**src/rtl/sync_filter.sv**
```systemverilog
// sync_filter: multi-channel async input synchroniser with per-channel debounce filter and edge pulses
module sync_filter #(
  parameter int               WIDTH    = 1,
  parameter int               STAGES   = 2,
  parameter int               FILT_LEN = 4,
  parameter logic [WIDTH-1:0] RST_VAL  = '0
) (
  input  logic             CLKip,
  input  logic             RSTi,
  input  logic [WIDTH-1:0] SIGi,
  output logic [WIDTH-1:0] SIGo,
  output logic [WIDTH-1:0] RISEo,
  output logic [WIDTH-1:0] FALLo
);
  localparam int CW = FILT_LEN > 1 ? $clog2(FILT_LEN) : 1;
  localparam logic [CW-1:0] LAST = CW'(FILT_LEN - 1);

  if (STAGES < 2) begin : g_bad_stages
    $error("sync_filter: STAGES must be >= 2");
  end
  if (FILT_LEN < 1) begin : g_bad_filt
    $error("sync_filter: FILT_LEN must be >= 1");
  end

  logic [WIDTH-1:0] stg_q [STAGES];

  // plain flop chain per channel, nothing between stages
  always_ff @(posedge CLKip) begin
    if (RSTi) begin
      for (int k = 0; k < STAGES; k++) stg_q[k] <= RST_VAL;
    end else begin
      stg_q[0] <= SIGi;
      for (int k = 1; k < STAGES; k++) stg_q[k] <= stg_q[k-1];
    end
  end

  for (genvar c = 0; c < WIDTH; c++) begin : g_ch
    logic [CW-1:0] cnt_q, cnt_d;
    logic          sig_q, sig_d, rise_q, rise_d, fall_q, fall_d, s, hit;
    assign s = stg_q[STAGES-1][c];
    // output follows only after FILT_LEN consecutive differing samples; any match clears the count
    always_comb begin
      hit    = (s != sig_q) && (cnt_q == LAST);
      cnt_d  = (s == sig_q || hit) ? '0 : cnt_q + CW'(1);
      sig_d  = hit ? s : sig_q;
      rise_d = hit && s;
      fall_d = hit && !s;
    end
    // filter state and single-cycle event pulses
    always_ff @(posedge CLKip) begin
      if (RSTi) begin
        cnt_q  <= '0;
        sig_q  <= RST_VAL[c];
        rise_q <= 1'b0;
        fall_q <= 1'b0;
      end else begin
        cnt_q  <= cnt_d;
        sig_q  <= sig_d;
        rise_q <= rise_d;
        fall_q <= fall_d;
      end
    end
    assign SIGo[c]  = sig_q;
    assign RISEo[c] = rise_q;
    assign FALLo[c] = fall_q;
  end
endmodule

```
**config.mk**
```make
export PLATFORM = sky130hd
export DESIGN_NAME = sync_filter
export DESIGN_NICKNAME = d
export VERILOG_FILES = /design/src/rtl/sync_filter.sv
export SDC_FILE = /design/constraint.sdc
export NUM_CORES = 1
export LEC_CHECK = 0
export ABC_AREA = 1
export ABC_CLOCK_PERIOD_IN_PS = 1650
export CORE_AREA = 2 2 39 41
export CTS_BUF_LIST = sky130_fd_sc_hd__clkbuf_4 sky130_fd_sc_hd__clkbuf_8
export DETAILED_ROUTE_END_ITERATION = 8
export DIE_AREA = 0 0 41 43
export HOLD_SLACK_MARGIN = 0.05
export PLACE_DENSITY = 0.35
export SLEW_MARGIN = 20
export SYNTH_ARGS = -nofsm -noshare
export SYNTH_HDL_FRONTEND = slang
export SYNTH_SLANG_ARGS = --single-unit
```
**constraint.sdc**
```tcl
create_clock -name CLKip -period 1.65 [get_ports CLKip]
set_clock_uncertainty 0.1 [all_clocks]
set_input_delay 0.165 -clock CLKip [delete_from_list [all_inputs] [get_ports CLKip]]
set_output_delay 0.165 -clock CLKip [all_outputs]
set_load 0.005 [all_outputs]
```
# Yosys cells after proc, flatten, opt, wreduce, memory -nomap -nowiden
# Memory sizes are Yosys's and may differ from the RTL's.
# Index checks and enable logic that the tools add are counted.
# W data, S select, Z words.
# classes
eq_ne	3
n_shift	0
n_bitwise	2
mux	5
reduce_logical	6
magnitude_cmp	0
div_mod_pow	0
n_addsub	1
n_mul	0
# ops
op	count
$mux W1	5
$logic_and A1 B1 Y1	3
$add A2 B1 Y2 const B	1
$eq A2 B2 Y1 const B	1
$or A1 B1 Y1	2
$reduce_or A2 Y1	1
$eq A1 B1 Y1	1
$logic_not A1 Y1	1
$logic_or A1 B1 Y1	1
$ne A1 B1 Y1	1
# word_totals
ramBits	2
romBits	0
reg_bits	5
elab_cells	22
in_bits	3
out_inout_bits	3
n_memories	1
latch_bits	0
# memory_table
name	words	width	rd	rd_ports_with_merged_regs	write_ports	line_no	rtl
stg_q	2	1	2	0	2	25	logic [WIDTH-1:0] stg_q [STAGES];

# Depth between registers and ports, before layout
# logic_depth
ltp_word	4
ltp_mapped	4
mapped_depth_nobuf	4

# Least setup slack after synthesis
# No wires, ideal clock.
# synth_path
kind	reg-to-reg
startpoint	reg g_ch[0].cnt_q[0]
endpoint	reg g_ch[0].cnt_q[0]
stages_incl_launch_ff	5
slack_ns	0.731
t_arrival_ns	0.755
setup_ns	0.064
required_time_ns	1.486
n_path_buf	0
period_less_slack_ns	0.919
path_cell_list	dfxtp_1 -> ha_1 -> nor2_2 -> nand3_2 -> nor2_1
# synth_via
elab_chain_len	4
word_cells_on_any_way	5
classes_between	1 x add/sub; 1 x eq/ne; 3 x reduce/logical
# synth_lines
item	line_no	rtl
start: declaration	38	logic [CW-1:0] cnt_q, cnt_d;
start signal: assignment	57	cnt_q <= cnt_d;
$eq A2 B2 Y1	43	hit = (s != sig_q) && (cnt_q == LAST);
$logic_and A1 B1 Y1	43	
$logic_or A1 B1 Y1	44	cnt_d = (s == sig_q || hit) ? '0 : cnt_q + CW'(1);
$reduce_or A2 Y1 (no line)	--	
# Several ways; a longest one is shown, not always the timed one.
# A chain may end at the register's enable or synchronous reset.

# Worst setup path in the final report
# layout_path
startpoint	reg g_ch[0].sig_q, in the netlist SIGo
endpoint	out SIGo
# layout_lines
item	line_no	rtl
start: declaration	39	logic sig_q, sig_d, rise_q, rise_d, fall_q, fall_d, s, hit;
start signal: assignment	53	sig_q <= RST_VAL[c];
start signal: assignment	58	sig_q <= sig_d;
end: declaration	11	output logic [WIDTH-1:0] SIGo,
# No word-level cell between the ends.

==> results.txt <==
In this run the standard cell core region covers 0.00138 mm^2. The combined global-route utilization of all metal layers is 6.33%. The post-synthesis instance total is 29. The yosys synthesis warning count came out at 0. The leakage power total came out at 0.163 nW. The count of max-cap constraint violations is 0.

For this design the top-level I/O count stands at 6. The kind of cell with the highest combined delay along the critical path is buffers and inverters. The HPWL reported at the end of detailed placement came out at 301 um. After clock tree synthesis, the setup repair step added 0 buffers.

The mux share of post-synthesis cell area is 0%. The areal power density over the cells came out at 1030 mW/mm^2. After synthesis, flip-flops and latches occupy 57.1% of the total area.

Entering global routing, the biggest net connects 6 pins. Setup slack on the worst reg-to-reg path comes out at 660 ps. TritonCTS built the clock tree.

Of all cell types, the one taking the most synthesized area is dfxtp_1. After routing, the total negative slack on setup checks comes to 0 ps. The tightest min-delay check is of the reg -> reg type. The summed area of non-filler cells in the final layout came out at 345 um^2. The slew at the pin closest to its max-slew limit came out at 181 ps.

Dividing the final minimum period by the clock period gives 84.2%. The deepest clock path buffer count came out at 2. Buffers inserted to repair hold after CTS numbered 0. The initial antenna violation count came out at 0. The slowest stage of the critical path belongs to the cell clkdlybuf4s50_1. STA classifies the critical path endpoint as an output port. After detailed routing, the met3 layer carries 32 um of wire. The critical path is of the reg -> out type. The adder-cell share of the synthesized area is 5.10%. The die height is 43 um. The via count of the first global-routing pass came out at 198. The simple-gate area share of the yosys netlist came out at 25.0%. The number of antenna diodes in the final layout is 0. The headroom to the max-slew limit came out at 87.9%. The first-pass iteration count of the detailed router came out at 2. The cell depth of the worst hold path came out at 2.

The CTS root buffer is clkbuf_4. The met2 layer wire length in the routed design is 181 um. The violation count after the first detailed-routing iteration came out at 4. The final layout contains 43 nets. The worst path buffer plus inverter count is 1. The number of remaining DRC errors is 0. In this run the core area contains 14 standard-cell rows. The area fraction in compound gates after synthesis came out at 2.04%.

The number of nets in the synthesized netlist came out at 33. In this run the critical register-to-register path is captured at g_ch[0].cnt_q[0]. The mapped netlist covers 245 um^2. For the worst flop-to-flop path, the logic depth is 4. The via density per instance came out at 3.59.

Routed signal wires occupy layers up through met3. The sink of the worst hold path is stg_q[0][1]. The maximum frequency from static timing analysis is 0.720 GHz. In this run the remaining antenna-violating nets after routing total 0. Setup repair after global routing left no endpoint under its margin. The arrival time at the worst endpoint came out at 1120 ps.

The total via count after detailed routing is 194. The post-synthesis register bit count came out at 7. The startpoint of the tightest hold check path is stg_q[0][0].

The run finished with clean final reports. In the final layout, the share of cells above drive strength 1 is 15.8%. The count of H-tree levels built during CTS is 1. Traced cell by cell, the critical path runs through clkdlybuf4s50_1.

The share of the synthesized netlist area taken by xor and xnor gates came out at 0%. For this run the aggregate overflow at the end of global routing stands at 0. The filler cells instantiated in the layout total 158.

The synthesis-to-layout area growth came out at 40.8%. The clock insertion delay at the later pin of the skew report came out at 250 ps. In the final routing, the length of wire on met1 measures 157 um.

After synthesis, the largest family of logic cells by area is simple AND/OR/NAND/NOR gates. The cell area after placement came out at 315 um^2. VDD sags by at most 0.269 mV. The worst path required time came out at 1380 ps. The number of sinks handled by clock tree synthesis is 7. The total of endpoints with negative setup slack in the final report is 0. The number of unique standard cell types used by synthesis came out at 10. The number of buffer cells added on primary ports came out at 5. The worst setup path is launched from a flip-flop.

The horizontal extent of the die is 41 um. The clock period could shrink to 1390 ps. In this run the critical register-to-register path is launched from g_ch[0].cnt_q[0]. Ranked by total cell area, the synthesized netlist is headed by dfxtp_1, inv_1, nor2_1, nand2_1, ha_1. The number of gates resized after cts is 0. Clock tree synthesis inserted a total of 3 buffers. The longest individual stage delay on the worst path is 510 ps.

The number of endpoints with negative hold slack in the final report is 0. The average routed wire per standard cell is 6.85 um. The total die area came out at 0.00176 mm^2. The maximum fanout encountered on the critical timing path is 4. The total detailed-routing wirelength came out at 370 um.

The number of max-slew violations in the final report is 0. The weighted congestion reported at the end of routability-driven placement is 0.605. The wire length of the first global-routing pass came out at 655 um. Averaged over all synthesized cells, the footprint is 8.46 um^2. The top cell type's share of synthesized area came out at 57.1%.

Clock-pin slew was measured on the worst setup and hold paths at 50 ps. The initial core utilization came out at 17.7%.
## cell usage in the layout (no fill, tap or decap), drive strengths merged
cell type / Yosys / routed
a21oi: 1 / 1
clkbuf: 0 / 4
clkdlybuf4s50: 0 / 5
dfxtp: 7 / 7
ha: 1 / 1
inv: 7 / 7
nand2: 4 / 4
nand3: 2 / 2
nand4: 1 / 1
nor2: 6 / 6
## state kept, by name, indices dropped and copies added, names as in the netlist
register	cells
g_ch.cnt_q	2
stg_q	2
FALLo	1
RISEo	1
SIGo	1
## cells in the mapped netlist
master / count
dfxtp_1: 7
inv_1: 7
nor2_1: 5
nand2_1: 4
a21oi_1: 1
ha_1: 1
nand3_1: 1
nand3_2: 1
nand4_1: 1
nor2_2: 1
## metal layers
metal | vias to the layer above | GRT usage (%)
met1 | 85 | 5.81
met5 | - | 0
li1 | 104 | -
met3 | 0 | 3.14
met4 | 0 | 10.0
met2 | 5 | 7.50
## power by group
group	total, mW	internal (mW)	leakage [nW]	switching [mW]
clock network	0.169	0.109	0.0184	0.0608
registers	0.174	0.172	0.0569	0.00143
logic	0.0129	0.00680	0.0878	0.00606
## cells by family (layout without fill, tap and decap cells)
kind of cell / count (synthesis) / after routing
compound gates: 1 / 1
fa+ha+maj: 1 / 1
buf+inv: 7 / 16
flops: 7 / 7
simple gates: 13 / 13
## per-stage QoR
step	instances	worst slack (ps)	power, mW	hold slack, ps	utilization (%)
after floorplan	29	731	0.183	136	-
after global placement	50	461	0.190	292	22.8
after detailed placement	50	456	0.190	306	22.8
after CTS	54	245	0.365	315	25.0
after global routing	54	209	0.375	322	25.0
final	54	261	0.356	308	25.0
## how the worst max path moves through the flow
| stage | start | end | slack, ps | cells past startpoint |
|---|---|---|---|---|
| floorplan | g_ch[0].cnt_q[0] | g_ch[0].cnt_q[0] | 730 | 4 |
| global placement | RSTi | SIGo | 460 | 4 |
| detailed placement | RSTi | SIGo | 460 | 4 |
| CTS | SIGo | SIGo | 250 | 1 |
| global route | SIGo | SIGo | 210 | 1 |
| finish | SIGo | SIGo | 260 | 1 |
## cell type report
type / instances / area, um^2 / area share, %
Multi-Input combinational cell: 15 / 78.8 / 22.8
Inverter: 7 / 26.3 / 7.61
Tap cell: 16 / 20.0 / 5.80
Clock buffer: 4 / 30.0 / 8.70
Timing Repair Buffer: 5 / 50.0 / 14.5
Sequential cell: 7 / 140 / 40.6
Power figures use the tool's default switching activity.
